### src/rtl/decode_stage.sv
// RV32I decode stage: latches the fetched word, reads the register file, and emits one
// registered decode bundle with a done pulse. Defining DECODE_RV32M_EN adds RV32M MULDIV decode.
module decode_stage (
  input  logic        clk,
  input  logic        rst,
  input  logic        enable,
  input  logic [31:0] pc,
  input  logic [31:0] command,
  output logic        busy,
  output logic [4:0]  rs1_addr,
  output logic [4:0]  rs2_addr,
  input  logic [31:0] rs1_data,
  input  logic [31:0] rs2_data,
  output logic        done,
  output logic [31:0] pc_out,
  output logic [3:0]  opclass,
  output logic [4:0]  alu_op,
  output logic [2:0]  funct3,
  output logic [4:0]  rd,
  output logic        reg_write,
  output logic [31:0] imm,
  output logic [31:0] src1,
  output logic [31:0] src2,
  output logic        illegal
);
  typedef enum logic [1:0] {IDLE, READ, OUT} state_t;

  localparam logic [3:0] C_ALU = 4'd0, C_ALUI = 4'd1, C_LOAD = 4'd2, C_STORE = 4'd3,
                         C_BRANCH = 4'd4, C_JAL = 4'd5, C_JALR = 4'd6, C_LUI = 4'd7,
                         C_AUIPC = 4'd8, C_SYSTEM = 4'd9, C_MULDIV = 4'd10, C_ILL = 4'd15;

  state_t      state;
  logic [31:0] cmd_q, pc_q;

  logic [3:0]  d_cls;
  logic [31:0] d_imm;
  logic        d_alt, d_md, d_rw;
  logic [6:0]  f7;

  assign f7 = cmd_q[31:25];

  always_comb begin
    d_cls = C_ILL;
    d_imm = 32'd0;
    d_alt = 1'b0;
    d_md  = 1'b0;
    case (cmd_q[6:0])
      7'b0110011: begin
        if (f7 == 7'b0000000 || f7 == 7'b0100000) begin
          d_cls = C_ALU;
          d_alt = cmd_q[30];
        end
`ifdef DECODE_RV32M_EN
        else if (f7 == 7'b0000001) begin
          d_cls = C_MULDIV;
          d_md  = 1'b1;
        end
`endif
      end
      7'b0010011: begin
        d_cls = C_ALUI;
        d_imm = {{20{cmd_q[31]}}, cmd_q[31:20]};
        d_alt = (cmd_q[14:12] == 3'b101) ? cmd_q[30] : 1'b0;
      end
      7'b0000011: begin
        d_cls = C_LOAD;
        d_imm = {{20{cmd_q[31]}}, cmd_q[31:20]};
      end
      7'b0100011: begin
        d_cls = C_STORE;
        d_imm = {{20{cmd_q[31]}}, cmd_q[31:25], cmd_q[11:7]};
      end
      7'b1100011: begin
        d_cls = C_BRANCH;
        d_imm = {{20{cmd_q[31]}}, cmd_q[7], cmd_q[30:25], cmd_q[11:8], 1'b0};
      end
      7'b1101111: begin
        d_cls = C_JAL;
        d_imm = {{12{cmd_q[31]}}, cmd_q[19:12], cmd_q[20], cmd_q[30:21], 1'b0};
      end
      7'b1100111: begin
        d_cls = C_JALR;
        d_imm = {{20{cmd_q[31]}}, cmd_q[31:20]};
      end
      7'b0110111: begin
        d_cls = C_LUI;
        d_imm = {cmd_q[31:12], 12'd0};
      end
      7'b0010111: begin
        d_cls = C_AUIPC;
        d_imm = {cmd_q[31:12], 12'd0};
      end
      7'b1110011: begin
        d_cls = C_SYSTEM;
        d_imm = {{20{cmd_q[31]}}, cmd_q[31:20]};
      end
      default: d_cls = C_ILL;
    endcase
  end

  // Store, branch, system and illegal never write back; x0 is never a real destination.
  always_comb begin
    d_rw = 1'b0;
    case (d_cls)
      C_ALU, C_ALUI, C_LOAD, C_JAL, C_JALR, C_LUI, C_AUIPC, C_MULDIV:
        d_rw = (cmd_q[11:7] != 5'd0);
      default: d_rw = 1'b0;
    endcase
  end

  always_ff @(posedge clk) begin
    if (rst) begin
      state     <= IDLE;
      cmd_q     <= 32'd0;
      pc_q      <= 32'd0;
      busy      <= 1'b0;
      done      <= 1'b0;
      rs1_addr  <= 5'd0;
      rs2_addr  <= 5'd0;
      pc_out    <= 32'd0;
      opclass   <= 4'd0;
      alu_op    <= 5'd0;
      funct3    <= 3'd0;
      rd        <= 5'd0;
      reg_write <= 1'b0;
      imm       <= 32'd0;
      src1      <= 32'd0;
      src2      <= 32'd0;
      illegal   <= 1'b0;
    end else begin
      case (state)
        IDLE, OUT: begin
          done <= 1'b0;
          busy <= enable;
          if (enable) begin
            cmd_q    <= command;
            pc_q     <= pc;
            rs1_addr <= command[19:15];
            rs2_addr <= command[24:20];
            state    <= READ;
          end
        end
        READ: begin
          busy      <= 1'b1;
          done      <= 1'b1;
          pc_out    <= pc_q;
          opclass   <= d_cls;
          alu_op    <= {d_md, d_alt, cmd_q[14:12]};
          funct3    <= cmd_q[14:12];
          rd        <= cmd_q[11:7];
          reg_write <= d_rw;
          imm       <= d_imm;
          src1      <= (rs1_addr == 5'd0) ? 32'd0 : rs1_data;
          src2      <= (rs2_addr == 5'd0) ? 32'd0 : rs2_data;
          illegal   <= (d_cls == C_ILL);
          state     <= OUT;
        end
        default: state <= IDLE;
      endcase
    end
  end
endmodule

### config.mk
export PLATFORM = sky130hd
export DESIGN_NAME = decode_stage
export DESIGN_NICKNAME = d
export VERILOG_FILES = /design/src/rtl/decode_stage.sv
export SDC_FILE = /design/constraint.sdc
export NUM_CORES = 1
export LEC_CHECK = 0
export CAP_MARGIN = 0
export CORE_MARGIN = 2
export CORE_UTILIZATION = 48
export DETAILED_ROUTE_END_ITERATION = 8
export HOLD_SLACK_MARGIN = 0.12
export PLACE_DENSITY = 0.89
export SLEW_MARGIN = 30
export SYNTH_ARGS = -nofsm -noshare
export SYNTH_HDL_FRONTEND = slang
export SYNTH_SLANG_ARGS = --single-unit
### constraint.sdc
create_clock -name clk -period 3.9 [get_ports clk]
set_input_delay 0.78 -clock clk [delete_from_list [all_inputs] [get_ports clk]]
set_output_delay 0.78 -clock clk [all_outputs]
set_load 0.02 [all_outputs]
# Word-level counts from Yosys, hierarchy flattened
# Index checks and enable logic that the tools add are counted.
[word_totals] input_bits=131 elab_cells=66 output_inout_bits=159 regBits=224
[op_classes] mux=13 n_eq_ne=23 n_reduce_logical=13
[op_table] cell="$pmux 32 s5" n=1
[op_table] cell="$mux 32" n=2
[op_table] cell="$pmux 4 s10" n=1
[op_table] cell="$eq 7x6->1 const B" n=4
[op_table] cell="$eq 7x7->1 const B" n=4
[op_table] cell="$eq 7x5->1 const B" n=2
[op_table] cell="$eq 4x3->1 const B" n=3
[op_table] cell="$eq 4x4->1 const B" n=3
[op_table] cell="$logic_not 5->1" n=2
[op_table] cell="$reduce_or 8->1" n=1
[op_table] cell="$eq 7x2->1 const B" n=1
[op_table] cell="$logic_not 7->1" n=1
[op_table] cell="$pmux 1 s2" n=3
[op_table] cell="$reduce_bool 5->1" n=1
[op_table] cell="$eq 4x1->1 const B" n=1
[op_table] cell="$eq 4x2->1 const B" n=1
[op_table] cell="$logic_not 4->1" n=1
[op_table] cell="$mux 4" n=1
[op_table] cell="$pmux 2 s2" n=1
[op_table] cell="$reduce_or 2->1" n=2
[op_table] cell="$reduce_or 4->1" n=1
[op_table] cell="$eq 3x3->1 const B" n=1
[op_table] cell="$mux 1" n=3
[op_table] cell="$eq 2x1->1 const B" n=1
[op_table] cell="7 further kinds" n=7

# Longest topological paths before layout
[depth] ltp_word=7 mapped_depth=8 depth_no_buf=5

# Least setup slack after synthesis
# OpenSTA, ideal clock, no wires.
[synth_path] path_kind="input-to-reg" startpoint="input rst" endpoint="register imm[22]" path_buffers=1 setup_ns=0.060 required_time_ns=3.840 slack_ns=2.038 arrival_time_ns=1.802 cell_stages=6 cell_sequence="nor3b_2 > o2111a_1 > a21oi_4 > nor4b_4 > buf_4 > a221o_1"
[synth_lines] element="start, declared" line_no="5" text="input logic rst,"
[synth_lines] element="end signal, assigned" line_no="152" text="imm <= d_imm;"
[synth_lines] element="end, declared" line_no="21" text="output logic [31:0] imm,"

# Worst setup path after layout
[layout_path] startpoint="register rs2_addr[0]" endpoint="output rs2_addr[0]"
[layout_lines] element="start, declared" line_no="11" text="output logic [4:0] rs2_addr,"
[layout_lines] element="start signal, assigned" line_no="139" text="rs2_addr <= command[24:20];"
# No word-level cell between the ends.

==> impl_metrics.ini <==
[critical_path]
regToRegSetupSlack_ns = 1.47
path_buf_inv = 1
critPathMaxStageDelay_ns = 0.67
cp_class = reg2out
start_kind = flip-flop
worstPathRequired_ns = 3.12
cp_top_family = buffers and inverters
critPathMaxFanout = 6
critical-path-slowest-cell = sky130_fd_sc_hd__clkdlybuf4s50_1
critical_path.startpoint = rs2_addr[0]
worst-path-stages = 1
ff2ff_path_depth = 5
critical_path_arrival_ns = 1.67
r2r_start = cmd_q[6]
timing.critical_path.to_type = primary output
r2r_end = imm[28]
ordered_cell_list_for_the_critical_path = clkdlybuf4s50_1
capturing_element_of_the_worst_setup_path = rs2_addr[0]

[clock_network]
path_clk_slew_ns = 0.07
cts_resized = 0
ctsRootBufferMaster = sky130_fd_sc_hd__clkbuf_16
cts_hold_buf = 0
clock_tree.htree_level_count = 1
cts_tree = done
ctsLongestPathBuffers = 3
cts_setup_buffers = 0
clkSinkCount = 211
clock_insertion_delay_worst_skew_ns = 0.50
cts_inserted_buffers = 22

[timing]
fin_worst_hold_slack_ns = 0.450
setup_tns_ns = 0
hold_viol_final = 0
least_margin_pin_slew_ns = 0.781
finalSetupViolCount = 0
grt_setup_unrepaired = false
timing_max_transition_violations_final = 0
max_freq_mhz = 409
fin_crit_ns = 2.45
timing.final.crit_share = 0.627
finalClockSkew_ns = 0.00712
max-slew-margin-rel = 0.479

[yosys]
synth_largest_type_area_fraction = 0.532
yosysWarnings = 0
cell_area_synth_mm2 = 0.00793
netlist-cell-type-count = 58
synth_sequential_area_ratio = 0.532
synth_seq_cells = 211
syn_nets = 1071
synth_enable_flop_cells = 0
yosys_top_cell_by_area = sky130_fd_sc_hd__dfxtp_1
synthArstFlopShare = 0
synth.area.top_cells = sky130_fd_sc_hd__dfxtp_1, sky130_fd_sc_hd__nand2_1, sky130_fd_sc_hd__a21oi_1
post_synthesis_area_per_instance_um2 = 8.44
netlist_instances = 940
postSynth.topFlopCell = sky130_fd_sc_hd__dfxtp_1

[route]
postRouteWirelength_um = 25600
drt.antenna.violating_nets = 0
initialDrtViolationCount = 597
drt_first_pass_iters = 5
drc = 0
post_drt_wl_per_cell_um = 18.3
vias_per_cell = 5.55
vias = 7781

[layout]
share_of_post_route_cells_with_drive_strength_above_1 = 0.0548
layout.filler_cells = 1201
syn_to_final_growth_pct = 45.7
nNetsFinal = 1302
n_antenna_cell = 0
finish.utilization = 0.722

[power_and_ir_drop]
power.leakage_uw = 0.00410
power.ir.vdd_worst_uv = 429
power_density_mw_per_mm2 = 443

[hold_path]
hold_start = pc_q[19]
holdCritPathClass = reg2reg

[die]
die_w_um = 133
initial_core_util = 0.496
dieHeight_um = 133
design.core.area_mm2 = 0.0160
count_of_boundary_i_o_pins = 290
die-area_mm2 = 0.0176
fp-row-count = 46

[place]
place_hpwl_um = 16900
port_bufs = 288
routabilityCongestion = 0.921

[run]
cap_violations = 0

[global_routing]
grt_pass1_wl_um = 39900
via_count_of_the_first_global_routing_pass = 7500
grtUsageTotal = 0.277
global_route.overflow_total = 0
grt_antenna_before_repair = 0
grt_max_degree = 75

[run_status]
outcome = finished, final reports clean
routing by layer:
layer | share of wire | vias up | track usage
met1 | 0.41 | 3686 | 0.346
met2 | 0.49 | 374 | 0.475
li1 | - | 3659 | -
met3 | 0.073 | 62 | 0.0621
met5 | 0 | - | 0
met4 | 0.034 | 0 | 0.0926
cells by family after synthesis:
family                 count (synthesis)  synth area share
AOI/OAI and AO/OA                    254             0.206
buffers and inverters                 94            0.0552
DFF                                  211             0.532
other                                  1          0.000473
and+or+nand+nor                      380             0.206
cell usage in the layout (no fill, tap or decap), types with 5 or more instances in the layout:
cell type and instances:
sky130_fd_sc_hd__o21ai_1 11, sky130_fd_sc_hd__nor3_1 11, sky130_fd_sc_hd__a21oi_1 128, sky130_fd_sc_hd__clkbuf_16 22, sky130_fd_sc_hd__nor2_1 86, sky130_fd_sc_hd__clkinv_2 5, sky130_fd_sc_hd__nand4b_1 5, sky130_fd_sc_hd__dfxtp_1 211
sky130_fd_sc_hd__a22oi_1 65, sky130_fd_sc_hd__a221o_1 12, sky130_fd_sc_hd__buf_4 8, sky130_fd_sc_hd__clkdlybuf4s50_1 287, sky130_fd_sc_hd__nand2_1 236
report_power, final:
group | leakage [µW] | switching [µW] | internal (µW)
sequential | 0.00172 | 73.9 | 2230
combinational | 0.00200 | 305 | 282
clock | 0.000382 | 867 | 1360
total | 0.00410 | 1250 | 3880
cells in the mapped netlist, types with 2 or more instances:
library cell and n:
sky130_fd_sc_hd__nand2_1 236, sky130_fd_sc_hd__dfxtp_1 211, sky130_fd_sc_hd__a21oi_1 130, sky130_fd_sc_hd__nor2_1 86, sky130_fd_sc_hd__a22oi_1 65, sky130_fd_sc_hd__clkbuf_1 56
sky130_fd_sc_hd__buf_4 15, sky130_fd_sc_hd__a221o_1 12, sky130_fd_sc_hd__buf_2 11, sky130_fd_sc_hd__nor3_1 11, sky130_fd_sc_hd__o21ai_1 11, sky130_fd_sc_hd__buf_1 6
sky130_fd_sc_hd__nand2b_1 6, sky130_fd_sc_hd__nor2b_1 6, sky130_fd_sc_hd__nand4b_1 5, sky130_fd_sc_hd__a221oi_1 4, sky130_fd_sc_hd__a311oi_1 4, sky130_fd_sc_hd__and2_1 4
sky130_fd_sc_hd__inv_1 4, sky130_fd_sc_hd__o21ai_0 4, sky130_fd_sc_hd__a211oi_1 3, sky130_fd_sc_hd__nand3_1 3, sky130_fd_sc_hd__o31ai_1 3, sky130_fd_sc_hd__a22o_1 2
sky130_fd_sc_hd__and3b_1 2, sky130_fd_sc_hd__buf_6 2, sky130_fd_sc_hd__nand3b_1 2, sky130_fd_sc_hd__nor3_2 2, sky130_fd_sc_hd__nor3b_2 2, sky130_fd_sc_hd__o2111a_1 2
sky130_fd_sc_hd__or3_1 2, sky130_fd_sc_hd__or4_1 2
worst min path at each step:
stage	end	slack [ns]	depth (start not counted)
floorplan	pc_out[13]	0.43	2
global placement	imm[16]	0.43	2
detailed placement	pc_out[19]	0.44	2
CTS	pc_out[19]	0.45	2
global route	pc_out[24]	0.47	2
finish	pc_out[19]	0.45	2
area by class of cell:
| cell class | count | area, µm² | share of cell area |
|---|---|---|---|
| flip-flops and latches | 211 | 4220 | 0.365 |
| clock inverters | 13 | 185 | 0.0160 |
| inverters | 4 | 15.0 | 0.00130 |
| multi-input cells | 635 | 3300 | 0.286 |
| clock buffers | 26 | 596 | 0.0515 |
| repair buffers | 297 | 2960 | 0.256 |
| well taps | 216 | 270 | 0.0234 |
flip-flops by register name (all words and copies together), names as in the netlist:
name and flops:
state 2, cmd_q 24, imm 32, rs2_addr 4
rs1_addr 4, alu_op 2, pc_out 32, busy 1
funct3 2, src2 32, opclass 4, done 1
rd 5, src1 32, illegal 1, pc_q 32
reg_write 1
stage by stage:
| stage | total power, µW | cell area [µm²] | std cells | setup WS (ns) |
|---|---|---|---|---|
| global route | 5300 | 11600 | 1402 | 1.37 |
| floorplan | 2630 | 7930 | 940 | 2.04 |
| CTS | 5130 | 11600 | 1402 | 1.46 |
| global placement | 2920 | 10800 | 1363 | 1.34 |
| detailed placement | 2930 | 10800 | 1363 | 1.30 |
| finish | 5130 | 11600 | 1402 | 1.45 |
Note: power is estimated with default switching activity, not from simulation.
